**config.mk**
```make
export PLATFORM = sky130hd
export DESIGN_NAME = button_debouncer_flat
export DESIGN_NICKNAME = d
export VERILOG_FILES = /design/src/rtl/button_debouncer_if.sv /design/src/rtl/button_debouncer.sv /design/src/flat_wrapper.sv
export SDC_FILE = /design/constraint.sdc
export NUM_CORES = 1
export LEC_CHECK = 0
export BUFFER_PORTS_ARGS = -buffer_cell sky130_fd_sc_hd__buf_2
export CELL_PAD_IN_SITES_DETAIL_PLACEMENT = 1
export CELL_PAD_IN_SITES_GLOBAL_PLACEMENT = 2
export CORE_MARGIN = 4
export CORE_UTILIZATION = 43
export DETAILED_ROUTE_END_ITERATION = 10
export GPL_ROUTABILITY_DRIVEN = 1
export PLACE_DENSITY = 0.87
export SLEW_MARGIN = 0
export SYNTH_ARGS = -nofsm -noshare
export SYNTH_HDL_FRONTEND = slang
export SYNTH_SLANG_ARGS = --single-unit
```
**constraint.sdc**
```tcl
create_clock -name clk -period 7.02 [get_ports clk]
set_clock_uncertainty 0.1 [all_clocks]
set_input_delay 1.053 -clock clk [delete_from_list [all_inputs] [get_ports clk]]
set_output_delay 1.053 -clock clk [all_outputs]
set_load 0.01 [all_outputs]
```
**src/rtl/button_debouncer_if.sv**
```systemverilog
// Button conditioner bundle: raw active-low buttons in, debounced level and
// one-cycle press/release pulses out. The master side is the board/consumer,
// the slave side is the debouncer itself.
interface button_debouncer_if #(
  parameter int N_BTN = 5
);
  logic [N_BTN-1:0] btn_raw;      // 0 = pressed, asynchronous to clk
  logic [N_BTN-1:0] btn_level;    // 1 = pressed, debounced
  logic [N_BTN-1:0] btn_press;    // one-cycle pulse on accepted press
  logic [N_BTN-1:0] btn_release;  // one-cycle pulse on accepted release
  logic             any_press;    // OR of btn_press

  modport master (
    output btn_raw,
    input  btn_level,
    input  btn_press,
    input  btn_release,
    input  any_press
  );

  modport slave (
    input  btn_raw,
    output btn_level,
    output btn_press,
    output btn_release,
    output any_press
  );
endinterface

```
**src/rtl/button_debouncer.sv**
```systemverilog
// Multi-channel push-button conditioner. Each channel runs a two-flop
// synchronizer followed by an independent four-state debounce FSM with its
// own stability counter. A new level is accepted only after the synchronized
// input has held it for DEBOUNCE_CYCLES+1 consecutive samples; any reversal
// while checking drops back to the previous stable state without a pulse.
module button_debouncer #(
  parameter int N_BTN           = 5,
  parameter int DEBOUNCE_CYCLES = 1000000,
  parameter int CNT_W           = 20
) (
  input  logic                clk,
  input  logic                reset,
  button_debouncer_if.slave   bus
);

  typedef enum logic [1:0] {
    ST_UP     = 2'd0,
    ST_CHK_DN = 2'd1,
    ST_DOWN   = 2'd2,
    ST_CHK_UP = 2'd3
  } state_e;

  // Terminal count: the state changes on the sample where the counter
  // already equals this value, giving DEBOUNCE_CYCLES+1 stable samples.
  localparam logic [CNT_W-1:0] CNT_MAX = CNT_W'(DEBOUNCE_CYCLES - 1);
  localparam logic [CNT_W-1:0] CNT_ONE = CNT_W'(1);

  logic [N_BTN-1:0] s1_q, s1_d;
  logic [N_BTN-1:0] s0_q, s0_d;
  state_e           state_q [N_BTN];
  state_e           state_d [N_BTN];
  logic [CNT_W-1:0] cnt_q   [N_BTN];
  logic [CNT_W-1:0] cnt_d   [N_BTN];
  logic [N_BTN-1:0] level_q, level_d;
  logic [N_BTN-1:0] press_q, press_d;
  logic [N_BTN-1:0] release_q, release_d;

  // Next-state, counter and output-pulse computation for every channel.
  always_comb begin
    s1_d      = bus.btn_raw;
    s0_d      = s1_q;
    level_d   = '0;
    press_d   = '0;
    release_d = '0;
    for (int i = 0; i < N_BTN; i++) begin
      state_d[i] = state_q[i];
      cnt_d[i]   = cnt_q[i];
      case (state_q[i])
        ST_UP: begin
          if (s0_q[i] == 1'b0) begin
            state_d[i] = ST_CHK_DN;
            cnt_d[i]   = '0;
          end else begin
            state_d[i] = ST_UP;
          end
        end
        ST_CHK_DN: begin
          if (s0_q[i] == 1'b1) begin
            state_d[i] = ST_UP;
          end else if (cnt_q[i] == CNT_MAX) begin
            state_d[i] = ST_DOWN;
          end else begin
            cnt_d[i] = cnt_q[i] + CNT_ONE;
          end
        end
        ST_DOWN: begin
          if (s0_q[i] == 1'b1) begin
            state_d[i] = ST_CHK_UP;
            cnt_d[i]   = '0;
          end else begin
            state_d[i] = ST_DOWN;
          end
        end
        ST_CHK_UP: begin
          if (s0_q[i] == 1'b0) begin
            state_d[i] = ST_DOWN;
          end else if (cnt_q[i] == CNT_MAX) begin
            state_d[i] = ST_UP;
          end else begin
            cnt_d[i] = cnt_q[i] + CNT_ONE;
          end
        end
        default: begin
          state_d[i] = ST_UP;
          cnt_d[i]   = '0;
        end
      endcase
      // Outputs are derived from the next state so they change on the same
      // edge the FSM does.
      level_d[i]   = (state_d[i] == ST_DOWN) || (state_d[i] == ST_CHK_UP);
      press_d[i]   = (state_q[i] == ST_CHK_DN) && (state_d[i] == ST_DOWN);
      release_d[i] = (state_q[i] == ST_CHK_UP) && (state_d[i] == ST_UP);
    end
  end

  // Synchronizer, FSM state, counters and registered outputs.
  always_ff @(posedge clk or posedge reset) begin
    if (reset) begin
      s1_q      <= '1;
      s0_q      <= '1;
      level_q   <= '0;
      press_q   <= '0;
      release_q <= '0;
      for (int i = 0; i < N_BTN; i++) begin
        state_q[i] <= ST_UP;
        cnt_q[i]   <= '0;
      end
    end else begin
      s1_q      <= s1_d;
      s0_q      <= s0_d;
      level_q   <= level_d;
      press_q   <= press_d;
      release_q <= release_d;
      for (int i = 0; i < N_BTN; i++) begin
        state_q[i] <= state_d[i];
        cnt_q[i]   <= cnt_d[i];
      end
    end
  end

  assign bus.btn_level   = level_q;
  assign bus.btn_press   = press_q;
  assign bus.btn_release = release_q;
  assign bus.any_press   = |press_q;

endmodule

```
**src/flat_wrapper.sv**
```systemverilog
// flat-port wrapper written by rule: the top's interface ports become plain ports
module button_debouncer_flat 
#(
  parameter int N_BTN           = 5,
  parameter int DEBOUNCE_CYCLES = 1000000,
  parameter int CNT_W           = 20
)
  (clk, reset, bus_btn_raw, bus_btn_level, bus_btn_press, bus_btn_release, bus_any_press);
  button_debouncer_if #(.N_BTN(N_BTN)) bus_i ();
  input  logic clk;
  input  logic reset;
  input wire logic [$bits(bus_i.btn_raw)-1:0] bus_btn_raw;
  output wire logic [$bits(bus_i.btn_level)-1:0] bus_btn_level;
  output wire logic [$bits(bus_i.btn_press)-1:0] bus_btn_press;
  output wire logic [$bits(bus_i.btn_release)-1:0] bus_btn_release;
  output wire logic [$bits(bus_i.any_press)-1:0] bus_any_press;
  assign bus_i.btn_raw = bus_btn_raw;
  assign bus_btn_level = bus_i.btn_level;
  assign bus_btn_press = bus_i.btn_press;
  assign bus_btn_release = bus_i.btn_release;
  assign bus_any_press = bus_i.any_press;
  button_debouncer #(.N_BTN(N_BTN), .DEBOUNCE_CYCLES(DEBOUNCE_CYCLES), .CNT_W(CNT_W)) u_core (.clk(clk), .reset(reset), .bus(bus_i));
endmodule
```
==> flow_summary_export.csv <==
group,metric,value,unit
global_route,grt_max_degree,80,
critical_path,cp_slowest_stage_delay,660,ps
detailed_routing,wl_per_cell,17.9,um
detailed_routing,wirelength_met1,7980,um
detailed_routing,drt_iter0_markers,354,
critical_path,arrival,2960,ps
power_and_ir_drop,leakage,3.27,nW
floorplanning,io_pins,23,
clock_tree,clk_latency,420,ps
power_and_ir_drop,peakVddDrop,0.000208,V
logic_synthesis,syn_inst,745,
critical_path,cp_slowest_cell,"o21ai_1",
logic_synthesis,synth_ff_type,"dfrtp_1",
worst_hold_path,holdPathStages,0,
finish,final_cell_area,7750,sq um
logic_synthesis,synth-async-reset-ratio,100,%
sta,fin_crit,2760,ps
finish,layout-drive-gt1-share,10.6,%
detailed_routing,highest_layer,"met4",
clock_tree,cts_tree,"yes",
clock_tree,cts.reportedPaths.clkPinSlew,60,ps
clock_tree,cts_max_path_buffers,2,
run_status,status,"complete, no violations",
place,io_buffers,22,
run,cap_viol_max_count,0,
worst_hold_path,hold_class,"reg2reg",
detailed_routing,wirelength,17700,um
finish,area_delta_synth_final,12.1,%
logic_synthesis,synth.distinct_cells,62,
detailed_routing,viasPerCell,5.92,
power_and_ir_drop,powerDensity,227,nW/um^2
detailed_routing,drtAntennaViolNets,0,
finish,antenna-diode-count,0,
detailed_routing,vias,5859,
global_route,grt_pass1_wl,30400,um
detailed_routing,drtPass1Iterations,4,
sta,setup_violations,0,
critical_path,critical_path_buf_inv_count,1,
clock_tree,cts_root_buf,"clkbuf_16",
sta,relSlewSlack,24.6,%
detailed_routing,wl_met2,8890,um
floorplanning,fp.dieH,135,um
critical_path,crit_fanout,13,
global_route,grt_pass1_vias,6143,
floorplanning,initial_core_util,43.7,%
logic_synthesis,synthTopCellsByArea,"dfrtp_1 45%, nand2_1 5.4%, o21ai_0 4.3%",
logic_synthesis,syn-num-nets,757,
place,hpwl,12000,um
critical_path,path_class,"reg2reg",
critical_path,crit_required,7220,ps
clock_tree,post-cts-setup-buffers,0,
critical_path,critPathCaptureType,"flop",
floorplanning,rows,46,
logic_synthesis,synth-edff-count,0,
clock_tree,cts_resized,0,
detailed_routing,drc,0,
floorplanning,die_w,135,um
global_route,antenna_found_initial,0,
sta,max_freq,362,MHz
critical_path,reg2reg_depth,7,
logic_synthesis,synth.ff_latch_count,135,
global_route,overflow,0,
power_and_ir_drop,power,0.00176,W
logic_synthesis,syn-cell-area,6910,sq um
sta,fin_crit_sh,39.3,%
clock_tree,clock_sink_count,135,
logic_synthesis,synth.most_common_cell,"dfrtp_1",
clock_tree,htreeDepth,4,
place,placed_area,7200,sq um
finish,fillers,1843,
critical_path,crit_chain,"ha_1 -> nand3_1 -> or3_1 -> o21ai_1 -> inv_1 -> nand2_1 -> o21ai_0",
sta,final.setup.tns,0,ps
logic_synthesis,synth_top_area_share,45.2,%
critical_path,cp-start-kind,"flop",
logic_synthesis,seq_area_frac_synth,49.0,%
place,gp_congestion,0.809,
logic_synthesis,synthTopCellsByCount,"125 x dfrtp_1, 100 x nand2_1, 59 x o21ai_0",
logic_synthesis,ys_warn_count,0,
logic_synthesis,synth_top_area_cell,"dfrtp_1",
critical_path,worstSetupPathDepth,7,
logic_synthesis,syn_avg_cell_area,9.28,sq um
finish,nNetsFinal,773,
floorplanning,core,15800,sq um
global_route,grt.total_usage,20.6,%
detailed_routing,routed-wl-met3,577,um
floorplanning,die_area,18200,sq um
sta,rsz0062_at_grt,"no",
sta,finalMaxSlewViolations,0,
critical_path,cpLargestDelayFamily,"simple AND/OR/NAND/NOR gates",
sta,hold_viol,0,
clock_tree,numCtsBuffers,17,
clock_tree,cts-hold-fix-buffers,0,
sta,tightest_slew,1130,ps
-- where the power goes --
| part | internal (W) | switching [W] | total, W | leakage (nW) |
|---|---|---|---|---|
| logic | 0.0000299 | 0.0000588 | 0.0000887 | 1.17 |
| registers | 0.000804 | 0.0000380 | 0.000842 | 1.83 |
| clock network | 0.000506 | 0.000322 | 0.000828 | 0.271 |
| total | 0.00134 | 0.000419 | 0.00176 | 3.27 |
-- sequential cells by signal (all words and copies together), names as in the netlist --
signal	flops
u_core.bus.btn_press	5
u_core.s0_d	5
u_core.bus.btn_release	5
u_core.bus.btn_level	5
u_core.state_q	10
u_core.cnt_q	100
u_core.s0_q	5
-- cells in the final DEF (no fill, tap or decap), types with 6 or more instances in the layout --
cell         n
dfstp_2     10
mux2i_1      9
nand4_1     25
or3_1       15
xnor2_1     13
o21ai_1      6
a21o_1       8
inv_1       20
clkbuf_16   17
and3_1      10
a22o_1      13
or4_1       19
or2_2        6
o31ai_1     19
xor2_1      14
a31oi_1      8
nand3_1     50
nor3_1      22
a21oi_1     23
buf_2       22
clkbuf_8     6
and2_1       7
dfrtp_1    125
nor4_1      14
and4_1       6
nand2_1    100
o21ai_0     59
nor2_1      52
clkbuf_1     6
-- layer usage --
metal | vias up | global-route usage [%]
li1 | 2782 | -
met1 | 2964 | 26.4
met5 | - | 0
met2 | 87 | 35.0
met4 | 0 | 6.84
met3 | 26 | 4.21
-- cells by family after synthesis --
group | Yosys count | synth area share, %
and+or+nand+nor | 354 | 27.0
AOI/OAI and AO/OA | 162 | 14.9
DFF | 135 | 49.0
buffers and inverters | 51 | 3.09
xor gates and xnor gates | 27 | 3.42
muxes | 11 | 1.63
adders and majority gates | 5 | 0.905
-- path summary, 6_finish.rpt --
kind | to | slack, ps | from
worst min register to register | u_core.s0_q[4] | 250 | u_core.s0_d[4]
worst max-delay path | u_core.cnt_q[6] | 4260 | u_core.cnt_q[0]
min in group asynchronous | u_core.bus.btn_release[0] | 580 | reset
worst max register to register | u_core.cnt_q[6] | 4260 | u_core.cnt_q[0]
worst min-delay path | u_core.s0_q[4] | 250 | u_core.s0_d[4]
max in group asynchronous | u_core.cnt_q[18] | 4830 | reset
-- layout make-up --
type	count	area [sq um]	share of cell area, %
Clock buffer	29	531	6.85
Tap cell	216	270	3.49
Sequential cell	135	3390	43.8
Inverter	22	87.6	1.13
Multi-Input combinational cell	559	3310	42.8
Timing Repair Buffer	26	140	1.81
Clock inverter	3	15.0	0.194
-- per-stage QoR --
stage	std cells	setup slack (ps)	hold slack, ps	util [%]
floorplan	745	2270	245	-
global placement	958	4330	245	45.5
detailed placement	958	4280	247	45.5
CTS	990	4260	255	49.0
global route	990	3970	258	49.0
finish	990	4260	254	49.0
No activity file was read; power rests on OpenSTA's default activity.
